--- src/rtl/ram_access_arbiter_pkg.sv ---
// ram_access_arbiter_pkg
//   Shared constants and types for the RAM access arbiter.
//   DEF_*       : default sizing for requester count and RAM geometry.
//   grant_tag_t : registered record of a read grant, used one cycle later to
//                 route RAM read data back to its requester.
package ram_access_arbiter_pkg;

  localparam int DEF_NUM_REQ = 4;
  localparam int DEF_ADDR_W  = 6;
  localparam int DEF_DATA_W  = 8;

  // Wide enough for the largest supported requester count (8).
  localparam int OWNER_W = 3;

  typedef struct packed {
    logic               vld;    // a read was granted last cycle
    logic [OWNER_W-1:0] owner;  // requester index that gets the data
    logic               port;   // 0 = RAM port 1, 1 = RAM port 2
  } grant_tag_t;

endpackage

--- src/rtl/rr_pick.sv ---
// rr_pick
//   Finds the first set bit of req at or after index start, searching upward
//   and wrapping at N.
//   req   : candidate mask
//   start : first index to examine
//   found : some bit of req is set
//   idx   : index of the selected bit (0 when nothing found)
module rr_pick #(
  parameter int N = 4
) (
  input  logic [N-1:0]         req,
  input  logic [$clog2(N)-1:0] start,
  output logic                 found,
  output logic [$clog2(N)-1:0] idx
);

  localparam int IW = $clog2(N);

  logic [IW-1:0] j;

  always_comb begin
    found = 1'b0;
    idx   = '0;
    j     = '0;
    for (int k = 0; k < N; k++) begin
      j = IW'((int'(start) + k) % N);
      if (!found && req[j]) begin
        found = 1'b1;
        idx   = j;
      end
    end
  end

endmodule

--- src/rtl/ram_access_arbiter.sv ---
// ram_access_arbiter
//   Round-robin arbiter sharing a dual-port RAM between NUM_REQ requesters.
//   Up to two requests are granted per cycle: port 1 takes the first valid
//   requester at/after rr_ptr, port 2 the next one that does not hit the same
//   address as port 1 with a write involved. Read data comes back one cycle
//   after the grant on the requester's rsp slice.
//   clock, reset           : rising-edge clock, synchronous active-high reset
//   req_valid/write/addr/wdata, req_ready : requester side (flattened slices)
//   rsp_valid, rsp_data    : read responses, one cycle after grant
//   ram_*_1 / ram_*_2      : RAM port controls and registered read data
//   collision_count        : saturating count of cycles with a conflict skip
module ram_access_arbiter
  import ram_access_arbiter_pkg::*;
#(
  parameter int NUM_REQ = DEF_NUM_REQ,
  parameter int ADDR_W  = DEF_ADDR_W,
  parameter int DATA_W  = DEF_DATA_W
) (
  input  logic                      clock,
  input  logic                      reset,
  input  logic [NUM_REQ-1:0]        req_valid,
  input  logic [NUM_REQ-1:0]        req_write,
  input  logic [NUM_REQ*ADDR_W-1:0] req_addr,
  input  logic [NUM_REQ*DATA_W-1:0] req_wdata,
  output logic [NUM_REQ-1:0]        req_ready,
  output logic [NUM_REQ-1:0]        rsp_valid,
  output logic [NUM_REQ*DATA_W-1:0] rsp_data,
  output logic [ADDR_W-1:0]         ram_address_1,
  output logic [ADDR_W-1:0]         ram_address_2,
  output logic [DATA_W-1:0]         ram_write_data_1,
  output logic [DATA_W-1:0]         ram_write_data_2,
  output logic                      ram_write_enable_1,
  output logic                      ram_write_enable_2,
  input  logic [DATA_W-1:0]         ram_read_data_1,
  input  logic [DATA_W-1:0]         ram_read_data_2,
  output logic [15:0]               collision_count
);

  localparam int IW = $clog2(NUM_REQ);

  function automatic logic [IW-1:0] inc_wrap(input logic [IW-1:0] i);
    return (int'(i) == NUM_REQ - 1) ? '0 : i + 1'b1;
  endfunction

  logic [NUM_REQ-1:0][ADDR_W-1:0] addr_a;
  logic [NUM_REQ-1:0][DATA_W-1:0] wdata_a;
  logic [NUM_REQ-1:0][DATA_W-1:0] rsp_a;

  assign addr_a   = req_addr;
  assign wdata_a  = req_wdata;
  assign rsp_data = rsp_a;

  logic [IW-1:0]      rr_ptr;
  logic               p1_found, p2_found, p1_go, p2_go;
  logic [IW-1:0]      p1_idx, p2_idx;
  logic [NUM_REQ-1:0] conflict, p1_oh, p2_oh, p2_cand;
  grant_tag_t         tag [2];

  rr_pick #(.N(NUM_REQ)) u_pick1 (
    .req   (req_valid),
    .start (rr_ptr),
    .found (p1_found),
    .idx   (p1_idx)
  );

  // A requester clashes with the port-1 winner when it targets the same
  // address and either side writes; two reads of one address are harmless.
  for (genvar i = 0; i < NUM_REQ; i++) begin : g_conf
    assign conflict[i] = req_valid[i] && p1_found && (IW'(i) != p1_idx) &&
                         (addr_a[i] == addr_a[p1_idx]) &&
                         (req_write[i] || req_write[p1_idx]);
  end

  assign p1_oh = p1_found ? (NUM_REQ'(1) << p1_idx) : '0;

  // Everything between rr_ptr and the port-1 winner is idle by construction,
  // so searching upward from the winner only ever reaches requesters that
  // lie before rr_ptr on the wrap.
  assign p2_cand = req_valid & ~conflict & ~p1_oh;

  rr_pick #(.N(NUM_REQ)) u_pick2 (
    .req   (p2_cand),
    .start (inc_wrap(p1_idx)),
    .found (p2_found),
    .idx   (p2_idx)
  );

  assign p1_go = p1_found && !reset;
  assign p2_go = p2_found && !reset;
  assign p2_oh = p2_go ? (NUM_REQ'(1) << p2_idx) : '0;

  assign req_ready = p1_go ? (p1_oh | p2_oh) : '0;

  always_comb begin
    ram_address_1      = '0;
    ram_write_data_1   = '0;
    ram_write_enable_1 = 1'b0;
    ram_address_2      = '0;
    ram_write_data_2   = '0;
    ram_write_enable_2 = 1'b0;
    if (p1_go) begin
      ram_address_1      = addr_a[p1_idx];
      ram_write_enable_1 = req_write[p1_idx];
      ram_write_data_1   = req_write[p1_idx] ? wdata_a[p1_idx] : '0;
    end
    if (p2_go) begin
      ram_address_2      = addr_a[p2_idx];
      ram_write_enable_2 = req_write[p2_idx];
      ram_write_data_2   = req_write[p2_idx] ? wdata_a[p2_idx] : '0;
    end
  end

  always_ff @(posedge clock) begin
    if (reset) begin
      rr_ptr          <= '0;
      collision_count <= '0;
      tag[0]          <= '0;
      tag[1]          <= '0;
    end else begin
      if (p2_go)      rr_ptr <= inc_wrap(p2_idx);
      else if (p1_go) rr_ptr <= inc_wrap(p1_idx);
      if (|conflict && collision_count != 16'hFFFF)
        collision_count <= collision_count + 16'd1;
      tag[0] <= '{vld: p1_go && !req_write[p1_idx], owner: OWNER_W'(p1_idx), port: 1'b0};
      tag[1] <= '{vld: p2_go && !req_write[p2_idx], owner: OWNER_W'(p2_idx), port: 1'b1};
    end
  end

  // Route registered RAM read data to the tagged owner. Gating on reset drops
  // a response whose grant landed just before reset.
  always_comb begin
    rsp_valid = '0;
    rsp_a     = '0;
    for (int p = 0; p < 2; p++) begin
      for (int i = 0; i < NUM_REQ; i++) begin
        if (!reset && tag[p].vld && tag[p].owner == OWNER_W'(i)) begin
          rsp_valid[i] = 1'b1;
          rsp_a[i]     = tag[p].port ? ram_read_data_2 : ram_read_data_1;
        end
      end
    end
  end

endmodule
--- config.mk ---
export PLATFORM = sky130hd
export DESIGN_NAME = ram_access_arbiter
export DESIGN_NICKNAME = d
export VERILOG_FILES = /design/src/rtl/ram_access_arbiter_pkg.sv /design/src/rtl/rr_pick.sv /design/src/rtl/ram_access_arbiter.sv
export SDC_FILE = /design/constraint.sdc
export NUM_CORES = 1
export LEC_CHECK = 0
export CORE_MARGIN = 1
export CORE_UTILIZATION = 48
export CTS_BUF_LIST = sky130_fd_sc_hd__clkbuf_2 sky130_fd_sc_hd__clkbuf_4 sky130_fd_sc_hd__clkbuf_8
export DETAILED_ROUTE_END_ITERATION = 6
export HOLD_SLACK_MARGIN = 0.12
export PLACE_DENSITY = 0.89
export SLEW_MARGIN = 40
export SYNTH_ARGS = -nofsm -noshare
export SYNTH_HDL_FRONTEND = slang
export SYNTH_SLANG_ARGS = --single-unit
--- constraint.sdc ---
create_clock -name clock -period 10.6 [get_ports clock]
set_clock_uncertainty 0.15 [all_clocks]
set_input_delay 1.06 -clock clock [delete_from_list [all_inputs] [get_ports clock]]
set_output_delay 1.06 -clock clock [all_outputs]
set_load 0.02 [all_outputs]
==> impl_metrics.json <==
{
  "cts.clk_slew.worst_paths_ns": 0.08,
  "synth_commonest_cells": "70 x nand2_1, 39 x nor2_1, 32 x a22o_1, 31 x nand3_1, 26 x mux2i_1",
  "whs_path_depth": 2,
  "outcome": "finished, final reports clean",
  "async_flop_share_pct": 0,
  "crit_fanout": 47,
  "clock-sinks": 25,
  "clockRootBuffer": "clkbuf_8",
  "crit_type": "primary input to primary output",
  "crit_path_frequent_cell": "clkdlybuf4s50_1",
  "insertion_delay_ns": 0.26,
  "cap_viol_max_count": 0,
  "ir_worst_vdd_uv": 125.7,
  "routed_wl_mm": 14.70,
  "drt-pass1-iter-count": 5,
  "synth_most_common_cell": "nand2_1",
  "cts_tree": "yes",
  "cp_cell_sequence": "clkdlybuf4s50_1 -> and2b_1 -> o21ba_2 -> nor2_2 -> buf_4 -> clkinv_1 -> ha_1 -> or2b_1 -> a31oi_1 -> o311ai_1 -> a21oi_1 -> a311oi_1 -> and4bb_4 -> mux2i_1 -> mux2_2 -> a2111oi_1 -> clkdlybuf4s50_1",
  "fp.dieH_um": 92.62,
  "drive_above_1_share_pct": 5.225,
  "initial_utilization_pct": 50.22,
  "worst_pin_slew_ns": 0.8325,
  "reg2reg_to": "tag[0][7]$_SDFF_PP0_",
  "yosys.cell_types.count": 71,
  "h-tree-depth": 1,
  "final.min_clock_period_ns": 8.442,
  "die_area_mm2": 0.008578,
  "io_buffers": 167,
  "gp_congestion": 0.9493,
  "hp-class": "register to register",
  "crit_slowest_cell": "and4bb_4",
  "critPathArrivalTime_ns": 7.23,
  "drc": 0,
  "numCtsBuffers": 3,
  "grt_pass1_vias": 4688,
  "grt_max_degree": 48,
  "tns_ns": 0,
  "total_power_mw": 0.9613,
  "globalRouteOverflowTotal": 0,
  "slowest_delay_ns": 0.81,
  "startpoint_type": "primary input",
  "relSlewSlack_pct": 42.91,
  "vias": 4984,
  "power_density_mw_per_mm2": 171.1,
  "end_kind": "primary output",
  "first_iter_violations": 499,
  "nFillCells": 630,
  "cts.repair.resized": 0,
  "synthFlopType": "dfxtp_1",
  "ys_warn_count": 0,
  "cp.required_ns": 9.39,
  "fmax_mhz": 118.5,
  "dp_hpwl_mm": 11.16,
  "ant_nets": 0,
  "fp.dieW_um": 92.62,
  "multiInputGateArea_mm2": 0.003186,
  "holdPathEnd": "rr_ptr[0]$_SDFFE_PP0P_",
  "antenna_found_initial": 0,
  "core-area_mm2": 0.007848,
  "post-cts-setup-buffers": 0,
  "grt_pass1_wl_mm": 23.37,
  "fin_nets": 781,
  "syn_nets": 643,
  "viasPerCell": 6.301,
  "synth_edf_count": 0,
  "syn_area_mm2": 0.003941,
  "path_buf_inv": 4,
  "cts_buffer_depth": 2,
  "grt_use_total_pct": 33.34,
  "wl_per_cell_um": 18.58,
  "synthTopCellsByArea": "dfxtp_1 13%, a22o_1 7.1%, nand2_1 6.7%",
  "holdBufCountCts": 0,
  "fin_crit_sh_pct": 79.64,
  "r2r_cells": 15,
  "synth_area_leader_cell": "dfxtp_1",
  "syn_area_per_cell_um2": 7.140,
  "area_growth_pct": 42.54,
  "hold_violations": 0,
  "ys_seq_elements": 25,
  "setup_violations": 0,
  "slew_viol_final": 0,
  "synth_top_cell_area_share_pct": 12.70,
  "p_leak_nw": 2.062,
  "rr_startpoint": "rr_ptr[0]$_SDFFE_PP0P_",
  "rows": 32,
  "hold_path_startpoint": "rr_ptr[0]$_SDFFE_PP0P_",
  "seqCellArea_um2": 500.5,
  "ys_seq_area_share_pct": 12.70,
  "cpLargestDelayFamily": "buffers and inverters",
  "syn_inst": 552,
  "antenna_cells": 0,
  "r2r_slack_ns": 5.26,
  "rsz0062_at_grt": "no",
  "ios": 168
}
[layout make-up]
class / instances / area share [%]
Multi-Input combinational cell: 473 / 56.70
Timing Repair Buffer: 170 / 30.16
Sequential cell: 25 / 8.909
Tap cell: 102 / 2.272
Inverter: 17 / 1.136
Clock buffer: 3 / 0.7350
Clock inverter: 1 / 0.08909
[how the worst max path moves through the flow]
| stage | cells after the start | to | start | slack, ns |
|---|---|---|---|---|
| global route | 17 | ram_write_data_2[7] | req_valid[2] | 1.72 |
| floorplan | 19 | ram_write_data_2[1] | req_valid[0] | 4.28 |
| finish | 17 | ram_write_data_2[7] | req_valid[0] | 2.16 |
| CTS | 17 | ram_write_data_2[7] | req_valid[0] | 2.24 |
| detailed placement | 17 | ram_write_data_2[7] | req_valid[0] | 2.23 |
| global placement | 17 | ram_write_data_2[2] | req_valid[0] | 2.30 |
[report_power, final]
part	total [mW]	leakage, nW	internal, mW	switching [mW]
Sequential	0.122	0.204	0.106	0.0154
Clock	0.0552	0.0255	0.0263	0.0289
Combinational	0.784	1.83	0.319	0.465
Total	0.961	2.06	0.451	0.510
[per-layer routing]
metal,part of all wire [%],wire [um],global-route usage (%)
met5,0,0,0
met4,1.8,265,8.333
met3,10,1518,4.926
met2,47,6904,56.23
met1,41,6005,44.42
[logic make-up (layout without fill, tap and decap cells)]
family / after synthesis / count (layout) / synth area share [%]
AO/OA/AOI/OAI: 154 / 154 / 29.52
multiplexers: 28 / 28 / 7.175
AND/OR/NAND/NOR: 243 / 243 / 31.78
buffers and inverters: 54 / 191 / 7.302
flip-flops: 25 / 25 / 12.70
adder cells (fa/ha/maj): 9 / 9 / 2.857
XOR/XNOR: 39 / 39 / 8.667
[through the flow]
step                      hold WS [ns]  instance area, um^2  utilization (%)  instances  worst slack, ns
final                           0.3296                 5618            71.59        791            2.158
after global routing            0.3634                 5618            71.59        791            1.721
after CTS                       0.3272                 5614            71.54        791            2.238
after detailed placement        0.3155                 5568            70.95        787            2.226
after global placement          0.3149                 5542            70.62        787            2.295
after floorplan                 0.2955                 3941                -        552            4.279
[worst reg2reg max path, stage by stage, from the launching register on]
cell and delay (ns):
dfxtp_1 0.36, and2b_1 0.24, o21ba_2 0.26, nor2_2 0.10, buf_4 0.34, clkinv_1 0.74, ha_1 0.50, or2b_1 0.30
a31oi_1 0.16, o311ai_1 0.12, a21oi_1 0.26, a311oi_1 0.13, and4bb_4 0.81, mux2i_1 0.18, mux2_2 0.39, and2_1 0.19
[state kept, by name (all words and copies together), names as in the netlist]
signal / count
rr_ptr: 2
collision_count: 16
tag: 7
[cell usage in the layout (no fill, tap or decap), types with 6 or more instances in the layout]
master             n
nand3_1           31
ha_1               9
nand2b_1           6
and3_1            17
a22o_1            32
nor2b_1           15
inv_1             14
nor3_1            16
or3_1              8
nand4_1            8
clkdlybuf4s50_1  167
o21ai_0           19
a211oi_1          21
a21oi_1           25
mux2i_1           25
nand2_1           70
a311oi_1           7
dfxtp_1           25
xor2_1            24
nor2_1            38
a2111oi_1          6
xnor2_1           15
a31oi_1            8
No activity file was read; power rests on OpenSTA's default activity.
